<file path="src/rtl/julia_iter_if.sv">
// Handshake and data bus between the worker control unit and the Julia iteration engine.
interface julia_iter_if #(
  parameter int WIDTH  = 16,
  parameter int ITER_W = 8
);
  logic                     calc_start;
  logic signed [WIDTH-1:0]  z0_re, z0_im, c_re, c_im;
  logic        [ITER_W-1:0] max_iter;
  logic                     calc_done, busy, escaped;
  logic        [ITER_W-1:0] iter_count;
  logic signed [WIDTH-1:0]  final_re, final_im;

  // wcu side: issues jobs, consumes results
  modport master (
    output calc_start, z0_re, z0_im, c_re, c_im, max_iter,
    input  calc_done, busy, iter_count, escaped, final_re, final_im
  );
  // engine side
  modport slave (
    input  calc_start, z0_re, z0_im, c_re, c_im, max_iter,
    output calc_done, busy, iter_count, escaped, final_re, final_im
  );
endinterface

</file>
<file path="src/rtl/julia_iter_engine.sv">
// Julia-set iteration datapath: z <= z^2 + c once per clock until escape or limit.
module julia_iter_engine #(
  parameter int WIDTH  = 16,
  parameter int FRAC   = 12,
  parameter int ITER_W = 8
) (
  input logic          clk,
  input logic          n_rst,
  julia_iter_if.slave  bus
);
  localparam int PW = 2*WIDTH;      // product width
  localparam int SW = 2*WIDTH + 2;  // update sum width

  localparam logic signed [SW-1:0] SMAX = {{(WIDTH+3){1'b0}}, {(WIDTH-1){1'b1}}};
  localparam logic signed [SW-1:0] SMIN = {{(WIDTH+3){1'b1}}, {(WIDTH-1){1'b0}}};
  // escape threshold 4.0 in the squared (2*FRAC) scale
  localparam logic [PW:0] MAG_TH = (PW+1)'(4) << (2*FRAC);

  typedef enum logic [1:0] {IDLE, ITER, DONE} state_t;

  state_t                  state_q, state_d;
  logic signed [WIDTH-1:0] zre_q, zre_d, zim_q, zim_d;
  logic signed [WIDTH-1:0] cre_q, cre_d, cim_q, cim_d;
  logic [ITER_W-1:0]       max_q, max_d, cnt_q, cnt_d, icnt_q, icnt_d;
  logic                    done_q, done_d, busy_q, busy_d, esc_q, esc_d;
  logic signed [WIDTH-1:0] fre_q, fre_d, fim_q, fim_d;

  function automatic logic signed [WIDTH-1:0] sat(input logic signed [SW-1:0] v);
    if (v > SMAX)      sat = SMAX[WIDTH-1:0];
    else if (v < SMIN) sat = SMIN[WIDTH-1:0];
    else               sat = v[WIDTH-1:0];
  endfunction

  // Full-precision products; squares are non-negative so mag can use zero extension.
  logic signed [PW-1:0] prr, pii, pri;
  logic signed [SW-1:0] rr_x, ii_x, ri_x, cre_x, cim_x, re_diff, re_sh, im_dbl, im_sh, re_sum, im_sum;
  logic        [PW:0]   mag;

  assign prr     = zre_q * zre_q;
  assign pii     = zim_q * zim_q;
  assign pri     = zre_q * zim_q;
  assign mag     = {1'b0, prr} + {1'b0, pii};
  assign rr_x    = {{2{prr[PW-1]}}, prr};
  assign ii_x    = {{2{pii[PW-1]}}, pii};
  assign ri_x    = {{2{pri[PW-1]}}, pri};
  assign cre_x   = {{(SW-WIDTH){cre_q[WIDTH-1]}}, cre_q};
  assign cim_x   = {{(SW-WIDTH){cim_q[WIDTH-1]}}, cim_q};
  assign re_diff = rr_x - ii_x;
  assign re_sh   = re_diff >>> FRAC;
  assign im_dbl  = ri_x <<< 1;
  assign im_sh   = im_dbl >>> FRAC;
  assign re_sum  = re_sh + cre_x;
  assign im_sum  = im_sh + cim_x;

  // Next-state and result selection; escape test outranks the limit test.
  always_comb begin
    state_d = state_q;
    zre_d = zre_q; zim_d = zim_q; cre_d = cre_q; cim_d = cim_q;
    max_d = max_q; cnt_d = cnt_q; icnt_d = icnt_q;
    done_d = done_q; busy_d = busy_q; esc_d = esc_q;
    fre_d = fre_q; fim_d = fim_q;
    case (state_q)
      IDLE, DONE: begin
        if (bus.calc_start) begin
          zre_d = bus.z0_re; zim_d = bus.z0_im;
          cre_d = bus.c_re;  cim_d = bus.c_im;
          max_d = bus.max_iter; cnt_d = '0;
          done_d = 1'b0; busy_d = 1'b1;
          state_d = ITER;
        end
      end
      ITER: begin
        if (mag > MAG_TH || cnt_q == max_q) begin
          esc_d  = (mag > MAG_TH);
          fre_d  = zre_q; fim_d = zim_q;
          icnt_d = cnt_q;
          done_d = 1'b1; busy_d = 1'b0;
          state_d = DONE;
        end else begin
          zre_d = sat(re_sum);
          zim_d = sat(im_sum);
          cnt_d = cnt_q + 1'b1;
        end
      end
      default: state_d = IDLE;
    endcase
  end

  // State and datapath registers with synchronous clear.
  always_ff @(posedge clk) begin
    if (!n_rst) begin
      state_q <= IDLE;
      zre_q <= '0; zim_q <= '0; cre_q <= '0; cim_q <= '0;
      max_q <= '0; cnt_q <= '0; icnt_q <= '0;
      done_q <= 1'b0; busy_q <= 1'b0; esc_q <= 1'b0;
      fre_q <= '0; fim_q <= '0;
    end else begin
      state_q <= state_d;
      zre_q <= zre_d; zim_q <= zim_d; cre_q <= cre_d; cim_q <= cim_d;
      max_q <= max_d; cnt_q <= cnt_d; icnt_q <= icnt_d;
      done_q <= done_d; busy_q <= busy_d; esc_q <= esc_d;
      fre_q <= fre_d; fim_q <= fim_d;
    end
  end

  assign bus.calc_done  = done_q;
  assign bus.busy       = busy_q;
  assign bus.iter_count = icnt_q;
  assign bus.escaped    = esc_q;
  assign bus.final_re   = fre_q;
  assign bus.final_im   = fim_q;
endmodule

</file>
<file path="src/flat_wrapper.sv">
// flat-port wrapper written by rule: the top's interface ports become plain ports
module julia_iter_engine_flat 
#(
  parameter int WIDTH  = 16,
  parameter int FRAC   = 12,
  parameter int ITER_W = 8
)
  (clk, n_rst, bus_calc_start, bus_z0_re, bus_z0_im, bus_c_re, bus_c_im, bus_max_iter, bus_calc_done, bus_busy, bus_iter_count, bus_escaped, bus_final_re, bus_final_im);
  julia_iter_if #(.WIDTH(WIDTH), .ITER_W(ITER_W)) bus_i ();
  input logic clk;
  input logic n_rst;
  input wire logic [$bits(bus_i.calc_start)-1:0] bus_calc_start;
  input wire logic [$bits(bus_i.z0_re)-1:0] bus_z0_re;
  input wire logic [$bits(bus_i.z0_im)-1:0] bus_z0_im;
  input wire logic [$bits(bus_i.c_re)-1:0] bus_c_re;
  input wire logic [$bits(bus_i.c_im)-1:0] bus_c_im;
  input wire logic [$bits(bus_i.max_iter)-1:0] bus_max_iter;
  output wire logic [$bits(bus_i.calc_done)-1:0] bus_calc_done;
  output wire logic [$bits(bus_i.busy)-1:0] bus_busy;
  output wire logic [$bits(bus_i.iter_count)-1:0] bus_iter_count;
  output wire logic [$bits(bus_i.escaped)-1:0] bus_escaped;
  output wire logic [$bits(bus_i.final_re)-1:0] bus_final_re;
  output wire logic [$bits(bus_i.final_im)-1:0] bus_final_im;
  assign bus_i.calc_start = bus_calc_start;
  assign bus_i.z0_re = bus_z0_re;
  assign bus_i.z0_im = bus_z0_im;
  assign bus_i.c_re = bus_c_re;
  assign bus_i.c_im = bus_c_im;
  assign bus_i.max_iter = bus_max_iter;
  assign bus_calc_done = bus_i.calc_done;
  assign bus_busy = bus_i.busy;
  assign bus_iter_count = bus_i.iter_count;
  assign bus_escaped = bus_i.escaped;
  assign bus_final_re = bus_i.final_re;
  assign bus_final_im = bus_i.final_im;
  julia_iter_engine #(.WIDTH(WIDTH), .FRAC(FRAC), .ITER_W(ITER_W)) u_core (.clk(clk), .n_rst(n_rst), .bus(bus_i));
endmodule
</file>
<file path="config.mk">
export PLATFORM = sky130hd
export DESIGN_NAME = julia_iter_engine_flat
export DESIGN_NICKNAME = d
export VERILOG_FILES = /design/src/rtl/julia_iter_if.sv /design/src/rtl/julia_iter_engine.sv /design/src/flat_wrapper.sv
export SDC_FILE = /design/constraint.sdc
export NUM_CORES = 2
export LEC_CHECK = 0
export ABC_AREA = 1
export CAP_MARGIN = 15
export CELL_PAD_IN_SITES_DETAIL_PLACEMENT = 0
export CELL_PAD_IN_SITES_GLOBAL_PLACEMENT = 2
export CORE_MARGIN = 1.5
export CORE_UTILIZATION = 42
export DETAILED_ROUTE_END_ITERATION = 6
export PLACE_DENSITY = 0.91
export SLEW_MARGIN = 20
export SYNTH_ARGS = -nofsm -noshare
export SYNTH_HDL_FRONTEND = slang
export SYNTH_SLANG_ARGS = --single-unit
</file>
<file path="constraint.sdc">
create_clock -name clk -period 13 [get_ports clk]
set_input_delay 1.95 -clock clk [delete_from_list [all_inputs] [get_ports clk]]
set_output_delay 1.95 -clock clk [all_outputs]
set_load 0.01 [all_outputs]
</file>
After elaboration in Yosys (flattened, before gate mapping)
Index checks and enable logic that the tools add are counted.
{"block": "word_totals", "ff_bits": 125, "in_bits": 75, "out_inout_bits": 43, "wordCells": 63}
{"block": "op_classes", "mux": 22, "addsub": 5, "eq_ne": 6, "reduce_logical": 9, "mul": 3, "order_cmp": 5}
{"cell": "16-bit two-way mux", "n": 8}
{"cell": "16-bit by 16-bit multiplier with 32-bit output", "n": 3}
{"cell": "34-bit by 16-bit greater-than comparator with 1-bit output, second input constant", "n": 2}
{"cell": "34-bit by 16-bit < comparator with 1-bit output, second input constant", "n": 2}
{"cell": "16-bit case mux with 2 select lines", "n": 2}
{"cell": "21-bit by 16-bit adder with 22-bit output", "n": 2}
{"cell": "32-bit by 32-bit adder with 33-bit output", "n": 1}
{"cell": "33-bit by 27-bit greater-than comparator with 1-bit output, second input constant", "n": 1}
{"cell": "32-bit by 32-bit subtractor with 33-bit output", "n": 1}
{"cell": "8-bit two-way mux", "n": 2}
{"cell": "8-bit case mux with 2 select lines", "n": 1}
{"cell": "8-bit by 1-bit adder with 8-bit output, second input constant", "n": 1}
{"cell": "8-bit == test", "n": 1}
{"cell": "2-bit AND reduction", "n": 3}
{"cell": "3-bit AND reduction", "n": 2}
{"cell": "1-bit two-way mux", "n": 4}
{"cell": "2-bit two-way mux", "n": 2}
{"cell": "2-bit inequality test, second input constant", "n": 2}
{"cell": "1-bit case mux with 2 select lines", "n": 2}
{"cell": "2-bit case mux with 2 select lines", "n": 1}
{"cell": "2-bit by 1-bit == test with 1-bit output, second input constant", "n": 1}
{"cell": "2-bit == test, second input constant", "n": 1}
{"cell": "2-bit zero test", "n": 1}
{"cell": "2-bit by 1-bit inequality test with 1-bit output, second input constant", "n": 1}
{"cell": "3 further kinds", "n": 3}

Logic depth before layout (Yosys ltp)
{"block": "logic_depth", "word_depth": 8, "ltp_mapped": 55, "ltp_nobuf": 53}

Worst setup path before layout
OpenSTA, ideal clock, no wires.
{"block": "synth_path", "kind": "register to register", "start": "register u_core.zre_q[2]", "end": "register u_core.zre_q[0]", "n_path_buf": 4, "synth_period_minus_slack_ns": 8.871, "t_arrival_ns": 8.760, "t_required_ns": 12.889, "setup_ns": 0.111, "path_slack_ns": 4.129, "stages_incl_launch_ff": 48, "cell_sequence": "dfxtp_1 > clkbuf_1 > clkbuf_1 > nand2_1 > fa_1 > fa_1 > fa_1 > fa_1 > inv_1 > fa_1 > inv_1 > fa_1 > inv_1 > ha_1 > nand2_1 > nor3_1 > nand2_1 > o211ai_1 > (+12 left out) > nand2_1 > nand2_1 > a21oi_1 > xor2_1 > ha_1 > a21o_1 > a211oi_1 > nand3_1 > nand2_1 > nand2_1 > nand3b_1 > nand2_1 > buf_2 > nand2_1 > nand2_1 > nand2_1 > nor2_2 > nor2_1"}
{"block": "synth_via", "elab_chain_cells": 8, "elab_cells_between_ends": 14, "cone_classes": "add/sub: 3; mul: 1; order compare: 3; eq/ne: 1; mux: 4; reduce/logical: 2"}
{"element": "start: declaration", "line": "julia_iter_engine.sv:22", "rtl": "logic signed [WIDTH-1:0] zre_q, zre_d, zim_q, zim_d;"}
{"element": "start signal: assignment", "line": "julia_iter_engine.sv:99", "rtl": "zre_q <= zre_d; zim_q <= zim_d; cre_q <= cre_d; cim_q <= cim_d;"}
{"element": "16-bit by 16-bit multiplier with 32-bit output (*)", "line": "julia_iter_engine.sv:39", "rtl": "assign prr = zre_q * zre_q;"}
{"element": "32-bit by 32-bit subtractor with 33-bit output", "line": "julia_iter_engine.sv:48", "rtl": "assign re_diff = rr_x - ii_x;"}
{"element": "21-bit by 16-bit adder with 22-bit output", "line": "julia_iter_engine.sv:52", "rtl": "assign re_sum = re_sh + cre_x;"}
{"element": "34-bit by 16-bit < comparator with 1-bit output", "line": "julia_iter_engine.sv:30", "rtl": "else if (v < SMIN) sat = SMIN[WIDTH-1:0];"}
{"element": "16-bit two-way mux", "line": "julia_iter_engine.sv:30"}
{"element": "16-bit two-way mux", "line": "julia_iter_engine.sv:29", "rtl": "if (v > SMAX) sat = SMAX[WIDTH-1:0];"}
{"element": "16-bit two-way mux", "line": "julia_iter_engine.sv:73", "rtl": "if (mag > MAG_TH || cnt_q == max_q) begin"}
{"element": "16-bit case mux with 2 select lines", "line": "julia_iter_engine.sv:62", "rtl": "case (state_q)"}
Mark *: on every way between the ends. The rest lies on a longest branch, timed or not. The select of a mux whose other input is x is not followed.
A chain may end at the register's enable or synchronous reset.

Worst setup path in the final report
{"block": "layout_path", "start": "register u_core.zre_q[8]", "end": "register u_core.zre_q[11]"}
Same word-level chain as after synthesis.

==> results.cfg <==
[grt]
gr-total-overflow = 0
grt_pass1_wl_um = 196000
grtUsageTotal = 0.266
grt_max_degree = 82
grt_pass1_vias = 33800
grt_antenna_before_repair = 0

[synthesis]
synth-main-ff-cell = dfxtp_1
yosys.area_share.adder = 0.487
syn_area_per_cell_um2 = 7.49
synth.area.mux_share = 0
synth_top_area_frac = 0.372
synth_edf_count = 0
synth_xor_area_frac = 0.0418
synth_top_family_by_area = adder cells
synth_seq_cells = 125
synth_area_leader_cell = fa_1
synth_simple_gate_area_frac = 0.189
async_reset_ff_frac = 0
synth_area_um2 = 39400
synth_compound_area_frac = 0.0696
synthCells = 5258
yosys-top-cells-area = fa_1, inv_1, ha_1, nand2_1, dfxtp_1
yosysSeqAreaShare = 0.0636
yosys_warnings = 0
yosysUniqueCellTypes = 53
syn_nets = 6425

[timing]
final.setup.tns_ns = 0
slew_headroom = 0.194
setup_viol = 0
rsz0062_at_grt = no
worst_slack_ns = 1.98
hold_violations = 0
fin_skew_ns = 0.00954
slew_violations = 0
period_minus_slack_ns = 11.02
layout_worst_path_cycle_share = 0.848
fmax_mhz = 90.8
worst_pin_slew_ns = 1.21

[placement]
dp_cells = 6492
gp_congestion = 0.916
portBuffers = 117
place_ws_ns = 2.10
dp_hpwl_um = 103000

[setup_path]
cp-end-kind = register
cp.arrival_ns = 11.35
cp-start-kind = register
crit_top_cell = nand2_1
crit_type = reg -> reg
critPathMaxFanout = 17
rrSetupSlack_ns = 1.98
crit_slowest_cell = dfxtp_1
cp_data_required_time_ns = 13.34
max_stage_delay_ns = 0.84
r2r_start = u_core.zre_q[8]
r2r_end = u_core.zre_q[11]
r2r_cells = 43

[floorplan]
die_w_um = 309
initial_core_util = 0.423
die_h_um = 309
pin_count = 118
num_rows = 112
die_area_um2 = 95600
core-area_um2 = 93000

[cts]
clk_pin_slew_ns = 0.06
cts_hold_buf = 0
clk_latency_ns = 0.44
cts-root-buf = clkbuf_16
post_cts_buffers = 0
cts_max_path_buffers = 2
cts_tree = yes
post_cts_resized = 0
cts_buffers = 17
htreeDepth = 4
clock-sinks = 125

[layout]
multi_input_area_um2 = 31000
diodes = 0
fin_util = 0.455
fillers = 9648
instances_no_fill = 6524
seqCellArea_um2 = 2500
layout.nets = 6424
syn_to_final_growth_pct = 7.49
drive_gt1_frac = 0.0294

[worst_hold_path]
hp-start = u_core.zre_q[13]
holdPathStages = 2
hold_path_end = u_core.zre_q[13]
min_path_type = reg -> reg

[drt]
first_pass_iters = 7
routed_wl_um = 122000
routed_via_density = 4.96
drt-wirelength-per-cell_um = 18.8
vias = 32400
drtAntennaViolNets = 0
remaining_drc_errors = 2
drt-initial-drc-count = 1921

[run_status]
outcome = finished, violations left
violations = design-rule violations

[job]
max_cap_violations = 0
## cell usage after synthesis (all sizes together) (3+ instances only)
master,number
inv,1349
o21a,8
a21boi,8
nand3,150
o21bai,26
ha,360
a21o,21
nor2,429
o31ai,3
a31o,5
nand4,32
xor2,123
nor4,8
o21ai,171
a31oi,11
or2,4
a21oi,227
nand2,1142
a211oi,4
buf,41
nor3,36
fa,732
nand3b,11
clkbuf,149
xnor2,65
o221ai,3
dfxtp,125
o211ai,6
## cell families (layout without fill, tap and decap cells)
kind of cell	Yosys count	in the layout
AO/OA/AOI/OAI	495	495
XOR/XNOR	188	188
adder cells (fa/ha/maj)	1092	1092
buffers and inverters	1541	1553
flip-flops	125	125
AND/OR/NAND/NOR	1817	1817
## worst max-delay path by stage
| stage | endpoint | start |
|---|---|---|
| floorplan | u_core.zre_q[0] | u_core.zre_q[2] |
| global placement | u_core.zre_q[14] | u_core.zre_q[9] |
| detailed placement | u_core.zre_q[10] | u_core.zre_q[2] |
| CTS | u_core.zre_q[10] | u_core.zre_q[2] |
| global route | u_core.zre_q[11] | u_core.zre_q[2] |
| finish | u_core.zre_q[11] | u_core.zre_q[8] |
## placed cells by master (no fill, tap or decap), drive strengths merged, types with 36 or more instances in the layout
cell,count
xor2,123
fa,732
buf,54
ha,360
dfxtp,125
nand3,150
clkdlybuf4s50,116
nor2,429
nor3,36
inv,1348
a21oi,227
o21ai,171
nand2,1142
xnor2,65
## final cells by class
type                       count  area share
clock inverter                 9     0.00316
inverter                    1351       0.120
clock buffer                  23      0.0115
timing repair buffer         170      0.0370
tap                         1254      0.0371
sequential                   125      0.0591
multi-input combinational   3592       0.732
## routing by layer
metal / global-route usage / wire, µm
met1: 0.372 / 56500
met2: 0.450 / 58500
met3: 0.0219 / 4720
met4: 0.0559 / 2670
met5: 0 / 0
## stage by stage
step / hold slack [ns] / cell area (µm²)
floorplan: 0.473 / 39400
global placement: 0.450 / 41700
detailed placement: 0.446 / 41700
CTS: 0.457 / 42300
global route: 0.480 / 42300
finish: 0.465 / 42300
## flip-flops by register name, summed over array words and instances (netlist names)
| register | flops |
|---|---|
| u_core.state_q | 2 |
| u_core.cim_q | 16 |
| u_core.cre_q | 16 |
| u_core.bus.calc_done | 1 |
| u_core.bus.escaped | 1 |
| u_core.cnt_q | 8 |
| u_core.bus.iter_count | 8 |
| u_core.zre_q | 16 |
| u_core.bus.final_re | 16 |
| u_core.max_q | 8 |
| u_core.zim_q | 16 |
| u_core.bus.busy | 1 |
| u_core.bus.final_im | 16 |
## worst max-delay path, delay by kind of cell, from the launching register on
kind / cells / cell delay (ns)
AOI/OAI and AO/OA: 8 / 1.73
buffers and inverters: 7 / 0.83
DFF: 1 / 0.84
adders and majority gates: 9 / 4.07
xor gates and xnor gates: 2 / 0.57
and+or+nand+nor: 17 / 2.84
Power is left out: the tool's default activity adds up to more than one toggle a clock period on the data nets, which glitch-free logic cannot reach.
